--- config.mk ---
export PLATFORM = sky130hd
export DESIGN_NAME = datapath_ctrl
export DESIGN_NICKNAME = d
export VERILOG_FILES = /design/src/rtl/datapath_ctrl_pkg.sv /design/src/rtl/datapath_ctrl_instr_dec.sv /design/src/rtl/datapath_ctrl.sv
export SDC_FILE = /design/constraint.sdc
export NUM_CORES = 1
export LEC_CHECK = 0
export ABC_AREA = 1
export CORE_ASPECT_RATIO = 1.1
export CORE_UTILIZATION = 47
export CTS_BUF_LIST = sky130_fd_sc_hd__clkbuf_8
export DETAILED_ROUTE_END_ITERATION = 8
export PLACE_DENSITY = 0.87
export SLEW_MARGIN = 10
export SYNTH_ARGS = -nofsm -noshare
export SYNTH_HDL_FRONTEND = slang
export SYNTH_SLANG_ARGS = --single-unit
export TNS_END_PERCENT = 5
--- constraint.sdc ---
create_clock -name clk -period 2.3 [get_ports clk]
set_input_delay 0.23 -clock clk [delete_from_list [all_inputs] [get_ports clk]]
set_output_delay 0.23 -clock clk [all_outputs]
set_load 0.005 [all_outputs]
--- src/rtl/datapath_ctrl_pkg.sv ---
// Shared types and encodings for the datapath controller: FSM states,
// instruction classes, opcode/op field values and ALU operation codes.
package datapath_ctrl_pkg;

  localparam int DATA_W = 16;
  localparam int REG_W  = 3;

  typedef enum logic [2:0] {
    S_WAIT      = 3'd0,
    S_DECODE    = 3'd1,
    S_WRITE_IMM = 3'd2,
    S_GET_A     = 3'd3,
    S_GET_B     = 3'd4,
    S_ALU       = 3'd5,
    S_WRITE_REG = 3'd6
  } state_t;

  typedef enum logic [2:0] {
    CL_NONE    = 3'd0,
    CL_MOV_IMM = 3'd1,
    CL_MOV_REG = 3'd2,
    CL_ADD     = 3'd3,
    CL_CMP     = 3'd4,
    CL_AND     = 3'd5,
    CL_MVN     = 3'd6
  } instr_cls_t;

  localparam logic [2:0] OPC_MOV = 3'b110;
  localparam logic [2:0] OPC_ALU = 3'b101;

  localparam logic [1:0] OP_MOV_IMM = 2'b10;
  localparam logic [1:0] OP_MOV_REG = 2'b00;
  localparam logic [1:0] OP_ADD     = 2'b00;
  localparam logic [1:0] OP_CMP     = 2'b01;
  localparam logic [1:0] OP_AND     = 2'b10;
  localparam logic [1:0] OP_MVN     = 2'b11;

  localparam logic [1:0] ALU_ADD  = 2'b00;
  localparam logic [1:0] ALU_SUB  = 2'b01;
  localparam logic [1:0] ALU_AND  = 2'b10;
  localparam logic [1:0] ALU_NOTB = 2'b11;

  function automatic logic signed [DATA_W-1:0] sext8(input logic [7:0] v);
    return {{(DATA_W-8){v[7]}}, v};
  endfunction

endpackage

--- src/rtl/datapath_ctrl_instr_dec.sv ---
// Combinational instruction decoder: splits the instruction register into
// its fields and classifies the encoding into one supported instruction.
module instr_dec
  import datapath_ctrl_pkg::*;
(
  input  logic [DATA_W-1:0] ir,
  output logic [REG_W-1:0]  rn,
  output logic [REG_W-1:0]  rd,
  output logic [REG_W-1:0]  rm,
  output logic [1:0]        sh,
  output logic [DATA_W-1:0] sximm8,
  output instr_cls_t        cls
);

  logic [2:0] opcode;
  logic [1:0] op;

  assign opcode = ir[15:13];
  assign op     = ir[12:11];
  assign rn     = ir[10:8];
  assign rd     = ir[7:5];
  assign sh     = ir[4:3];
  assign rm     = ir[2:0];
  assign sximm8 = sext8(ir[7:0]);

  always_comb begin
    cls = CL_NONE;
    if (opcode == OPC_MOV) begin
      case (op)
        OP_MOV_IMM: cls = CL_MOV_IMM;
        OP_MOV_REG: cls = CL_MOV_REG;
        default:    cls = CL_NONE;
      endcase
    end else if (opcode == OPC_ALU) begin
      case (op)
        OP_ADD:  cls = CL_ADD;
        OP_CMP:  cls = CL_CMP;
        OP_AND:  cls = CL_AND;
        OP_MVN:  cls = CL_MVN;
        default: cls = CL_NONE;
      endcase
    end
  end

endmodule

--- src/rtl/datapath_ctrl.sv ---
// Multi-cycle controller for a register-file/ALU datapath: holds the
// instruction register and sequences Moore control strobes per instruction.
module datapath_ctrl
  import datapath_ctrl_pkg::*;
(
  input  logic              clk,
  input  logic              reset,
  input  logic              s,
  input  logic              load,
  input  logic [DATA_W-1:0] in,
  output logic              w,
  output logic              vsel,
  output logic              write,
  output logic [REG_W-1:0]  writenum,
  output logic [REG_W-1:0]  readnum,
  output logic              loada,
  output logic              loadb,
  output logic              loadc,
  output logic              loads,
  output logic              asel,
  output logic              bsel,
  output logic [1:0]        shift,
  output logic [1:0]        ALUop,
  output logic [DATA_W-1:0] datapath_in
);

  state_t            state;
  state_t            state_nxt;
  logic [DATA_W-1:0] ir;
  logic [REG_W-1:0]  rn;
  logic [REG_W-1:0]  rd;
  logic [REG_W-1:0]  rm;
  logic [1:0]        sh;
  logic [DATA_W-1:0] sximm8;
  instr_cls_t        cls;

  function automatic logic [1:0] alu_op_of(input instr_cls_t c);
    case (c)
      CL_CMP:  return ALU_SUB;
      CL_AND:  return ALU_AND;
      CL_MVN:  return ALU_NOTB;
      default: return ALU_ADD;
    endcase
  endfunction

  instr_dec u_dec (
    .ir     (ir),
    .rn     (rn),
    .rd     (rd),
    .rm     (rm),
    .sh     (sh),
    .sximm8 (sximm8),
    .cls    (cls)
  );

  // The IR only accepts a new word while idle, so an instruction in flight
  // always sees a stable encoding.
  always_ff @(posedge clk) begin
    if (reset) begin
      state <= S_WAIT;
      ir    <= '0;
    end else begin
      state <= state_nxt;
      if (state == S_WAIT && load)
        ir <= in;
    end
  end

  always_comb begin
    state_nxt = state;
    case (state)
      S_WAIT:      state_nxt = s ? S_DECODE : S_WAIT;
      S_DECODE: begin
        case (cls)
          CL_MOV_IMM:             state_nxt = S_WRITE_IMM;
          CL_ADD, CL_CMP, CL_AND: state_nxt = S_GET_A;
          CL_MOV_REG, CL_MVN:     state_nxt = S_GET_B;
          default:                state_nxt = S_WAIT;
        endcase
      end
      S_GET_A:     state_nxt = S_GET_B;
      S_GET_B:     state_nxt = S_ALU;
      S_ALU:       state_nxt = (cls == CL_CMP) ? S_WAIT : S_WRITE_REG;
      S_WRITE_REG: state_nxt = S_WAIT;
      S_WRITE_IMM: state_nxt = S_WAIT;
      default:     state_nxt = S_WAIT;
    endcase
  end

  always_comb begin
    w           = 1'b0;
    vsel        = 1'b0;
    write       = 1'b0;
    writenum    = '0;
    readnum     = '0;
    loada       = 1'b0;
    loadb       = 1'b0;
    loadc       = 1'b0;
    loads       = 1'b0;
    asel        = 1'b0;
    bsel        = 1'b0;
    shift       = 2'b00;
    ALUop       = ALU_ADD;
    datapath_in = sximm8;
    case (state)
      S_WAIT: w = 1'b1;
      S_WRITE_IMM: begin
        writenum = rn;
        vsel     = 1'b1;
        write    = 1'b1;
      end
      S_GET_A: begin
        readnum = rn;
        loada   = 1'b1;
      end
      S_GET_B: begin
        readnum = rm;
        loadb   = 1'b1;
      end
      S_ALU: begin
        // Single-operand forms zero the A input so the B path passes through.
        shift = sh;
        ALUop = alu_op_of(cls);
        asel  = (cls == CL_MOV_REG) || (cls == CL_MVN);
        loadc = (cls != CL_CMP);
        loads = (cls == CL_CMP);
      end
      S_WRITE_REG: begin
        writenum = rd;
        write    = 1'b1;
      end
      default: ;
    endcase
  end

endmodule

# == Word-level counts from Yosys, hierarchy flattened ==
# Cells that the tools add are included.
# word_totals
ff_bits,19
# op_classes
n_eq_ne,18
muxes,21
n_reduce_logical,7
# op_table
operator,count
$eq 3x3->1 const B,8
$pmux 3 s5,1
$eq 3x2->1 const B,4
$pmux 3 s2,2
$pmux 3 s4,1
$mux 1,9
$mux 3,3
$pmux 3 s3,1
$eq 3x1->1 const B,2
$pmux 2 s3,1
$eq 2x2->1 const B,2
$mux 2,2
$pmux 2 s2,1
$reduce_or 2->1,2
$logic_not 3->1,1
$ne 3x3->1 const B,1
$reduce_or 3->1,1
$eq 2x1->1 const B,1
$logic_not 2->1,1
$logic_and 1x1->1,1
$logic_or 1x1->1,1

# == Longest topological paths before layout ==
# depth
depth_word,8
ltp_mapped,10
depth_no_buf,10

# == Modules after synthesis ==
# Synthesis repeated with hierarchy kept, for this count alone.
# unflattened
hier_cells,189
hier_area_um2,1271.2
# modules_own_cells
module,instances,cells_each,area_each_um2,seq_area_each_um2
datapath_ctrl,1,143,962.2,380.4
instr_dec,1,46,309.0,0.0

# == Worst setup path before layout ==
# OpenSTA, ideal clock, no wires.
# synth_path
path_type,flip-flop to output port
start,register ir[11]
end,output ALUop[1]
arrival_ps,1133
required_ps,2070
slack_ps,937
stages_incl_launch_ff,8
path_buffers,0
cell_sequence,dfxtp_1 -> inv_1 -> ha_1 -> nand2_1 -> nand2_4 -> nor2_2 -> nand2_1 -> a21oi_1
# synth_via
elab_chain_cells,7
# synth_lines
item,line,rtl
from (decl),datapath_ctrl.sv:29,logic [DATA_W-1:0] ir;
from (signal assigned),datapath_ctrl.sv:65,ir <= in;
"$eq 2x2->1, or another cell as far along",datapath_ctrl_instr_dec.sv:35,case (op)
$pmux 3 s4,datapath_ctrl_instr_dec.sv:35,
$mux 3,datapath_ctrl_instr_dec.sv:34,end else if (opcode == OPC_ALU) begin
$mux 3 (*),datapath_ctrl_instr_dec.sv:28,if (opcode == OPC_MOV) begin
$eq 3x3->1,datapath_ctrl.sv:38,case (c)
$pmux 2 s3 (*),datapath_ctrl.sv:38,
$mux 2 (*),datapath_ctrl.sv:105,case (state)
to (decl),datapath_ctrl.sv:23,"output logic [1:0] ALUop,"
# Every way passes the cells marked *; elsewhere a longest branch is shown, timed or not.

# == Worst setup path after layout ==
# layout_path
start,register ir[11]
end,output asel
# layout_via
elab_chain_cells,7
# layout_lines
item,line,rtl
"$eq 2x2->1, or another cell as far along",datapath_ctrl_instr_dec.sv:35,
$pmux 3 s4,datapath_ctrl_instr_dec.sv:35,
$mux 3,datapath_ctrl_instr_dec.sv:34,
$mux 3 (*),datapath_ctrl_instr_dec.sv:28,
$eq 3x2->1 / $eq 3x3->1 (equally long branches),datapath_ctrl.sv:124,asel = (cls == CL_MOV_REG) || (cls == CL_MVN);
$logic_or 1x1->1 (*),datapath_ctrl.sv:124,
$mux 1 (*),datapath_ctrl.sv:105,
to (decl),datapath_ctrl.sv:20,"output logic asel,"
# Marked as above.

==> impl_results.md <==
- Run status: finished clean
- Die Ht: 56.8 um
- Fin. Hold Viols: 0
- Crit Path Max Fanout: 5
- WP data arrival: 1.94 ns
- NetSw: 0.232 mW
- PortBufs: 53
- Postcts setup bufs: 0
- Routability cong.: 0.753
- Hold depth: 2
- Antenna fix cells: 0
- Placed cell area: 0.00169 mm2
- Syn. warnings: 0
- Hold worst-path end: ir[4]$_SDFFE_PP0P_
- Clk_lat worst skew: 0.25 ns
- Avg Inst Size Synth: 7.88 um2
- Max_slew headroom: 0.520
- DR vias/cell: 4.78
- Total Neg Setup Slack: 0 ns
- Slack of the critical path: 0.128 ns
- Die width: 51.9 um
- Layout cells sized above 1: 0.256
- R2R Setup Slk: 0.86 ns
- Final cell count without fillers: 230
- Synth area leader: dfxtp_1
- Dominant cells by area after synthesis: dfxtp_1 (30%), a21oi_2 (10%), buf_4 (9.9%)
- Largest net degree at the start of global routing: 32
- Final core utilization: 0.683
- Slew Viols, Final: 0
- Cell Area, Synth: 0.00128 mm2
- Num CTS Buffers: 3
- Minimum clock period: 2.17 ns
- Register area share after synthesis: 0.296
- Dpl ws: 0.328 ns
- Io pins: 55
- Area Overhead vs Synth: 35.2%
- Switching Share: 0.283
- Gate power share: 0.275
- GR Overflow Total: 0
- Flop pwr share: 0.454
- Global-route wire length before repair: 4350 um
- Max capacitance violation total: 0
- R2r endpoint: ir[13]$_SDFFE_PP0P_
- Gr usage total: 0.194
- RSZ-0062 raised after global routing: false
- Antenna-violating nets left: 0
- Initial antenna violation count: 0
- H-tree depth: 1
- # clock sinks: 19
- Reg2reg start: state[1]$_SDFF_PP0_
- Yosys cell types: 25
- Vias in the first global route: 1004
- Site Rows: 19
- Clk pwr share: 0.271
- PD cells: 472 mW/mm2
- Mapped Nets: 186
- Router iterations before antenna repair: 4
- Worst path required time: 2.07 ns
- R2R cell count: 4
- Top-area cell type share of the netlist area: 0.296
- DR WL/cell: 11.5 um
- Max Root-Sink Buffers: 2
- Achievable clock frequency: 460 MHz
- Internal power: 0.588 mW
- Leak: 0.700 nW
- DIE AREA: 0.00295 mm2
- CTS tree: yes
- Post_cts resized: 0
- CORE AREA: 0.00254 mm2
- CTS root buf: clkbuf_8
- Clock Pin Slew Worst Setup and Hold Paths: 0.07 ns
- DRC Markers: 0
- Setup crit end kind: output pin
- Least-Margin Pin Slew: 0.720 ns
- Final nets: 223
- Initial Util: 0.505
- HPWL after DPL: 2030 um
- Finish-stage setup viols: 0
- Cells after Synth: 163
- Kind of critical path: reg -> out
- Final WL: 2640 um
- Clock skew: 0.00245 ns
- DR iter-0 viols: 12
- Maximum VDD drop: 0.335 mV
- Startpoint types: flip-flop
- Via count: 1099
- HP Class: reg -> reg
- Cell Count Post-Placement: 226
- Worst hold start: ir[4]$_SDFFE_PP0P_
- Fin crit share: 0.944
- Synth Register Bits: 19
- Post-cts hold buffer count: 0
- Final Instance Area: 0.00174 mm2
==> how the worst max path moves through the flow <==
stage                to                start  slack [ns]
2_1_floorplan  ALUop[1]  ir[11]$_SDFFE_PP0P_        0.94
3_3_place_gp   ALUop[1]  ir[11]$_SDFFE_PP0P_        0.43
3_5_place_dp   ALUop[1]  ir[11]$_SDFFE_PP0P_        0.33
4_1_cts        ALUop[1]  ir[11]$_SDFFE_PP0P_        0.03
5_1_grt            asel  ir[11]$_SDFFE_PP0P_       0.006
6_report           asel  ir[11]$_SDFFE_PP0P_        0.13
==> Yosys cell counts, drive strengths merged <==
library cell / instances
a21oi: 20
buf: 20
clkbuf: 1
clkinv: 1
conb: 1
dfxtp: 19
ha: 3
inv: 30
nand2: 24
nand3: 8
nand3b: 1
nor2: 11
nor3: 2
o21ai: 16
o22ai: 6
==> cells by family after synthesis <==
| group | count (synthesis) | share of synthesized area |
|---|---|---|
| simple gates | 46 | 0.195 |
| other cells | 1 | 0.00292 |
| fa+ha+maj | 3 | 0.0292 |
| buf+inv | 52 | 0.223 |
| compound gates | 42 | 0.254 |
| flops | 19 | 0.296 |
==> per-layer routing <==
| metal | share of wire | GRT usage | vias to the layer above |
|---|---|---|---|
| li1 | - | - | 568 |
| met1 | 0.43 | 0.231 | 487 |
| met2 | 0.49 | 0.333 | 40 |
| met3 | 0.063 | 0.0379 | 4 |
| met4 | 0.010 | 0.0695 | 0 |
| met5 | 0 | 0 | - |
==> power groups by stage <==
| stage | combinational (mW) | sequential (mW) | clock, mW |
|---|---|---|---|
| 4_1_cts | 0.226 | 0.372 | 0.230 |
| 3_5_place_dp | 0.225 | 0.380 | 0 |
| 5_1_grt | 0.248 | 0.376 | 0.239 |
| 3_3_place_gp | 0.219 | 0.378 | 0 |
| 2_1_floorplan | 0.163 | 0.376 | 0 |
| 6_report | 0.226 | 0.372 | 0.223 |
==> stage by stage <==
step	hold WS [ns]	total power [mW]
after CTS	0.480	0.828
after global placement	0.460	0.597
after global routing	0.504	0.863
after detailed placement	0.466	0.604
final	0.480	0.820
after floorplan	0.299	0.539
==> flip-flops by register name (all words and copies together) (netlist names) <==
| signal | count |
|---|---|
| state | 3 |
| ir | 16 |
==> cells in the final DEF, fill, tap and decap left out <==
master,n
nand3b_1,1
nor2_4,1
a21oi_1,5
a21oi_2,15
nor2_1,7
clkdlybuf4s50_1,52
conb_1,1
o21ai_1,1
inv_2,5
nand2_2,2
nand3_1,5
dlymetal6s2s_1,1
nand2_1,20
ha_1,3
nor3_2,1
nand2_4,2
clkinv_2,1
nand3_2,3
dfxtp_1,19
clkbuf_8,3
o22ai_1,6
nor3_4,1
nor2_2,3
o21ai_2,14
inv_1,26
o21ai_0,1
==> area by class of cell <==
class	instances	area [um2]
Timing Repair Buffer	53	533
Multi-Input combinational cell	92	623
Clock buffer	3	41.3
Tap cell	31	38.8
Fill cell	210	806
Sequential cell	19	380
Inverter	31	118
Clock inverter	1	3.75
==> critical path, stage by stage (launching register included) <==
cell	delay (ns)
dfxtp_1	0.32
inv_1	0.09
ha_1	0.30
nand2_1	0.11
nand2_4	0.09
nor2_4	0.09
nand2_1	0.08
nor2_1	0.10
clkdlybuf4s50_1	0.51
Note: power is estimated with default switching activity, not from simulation.
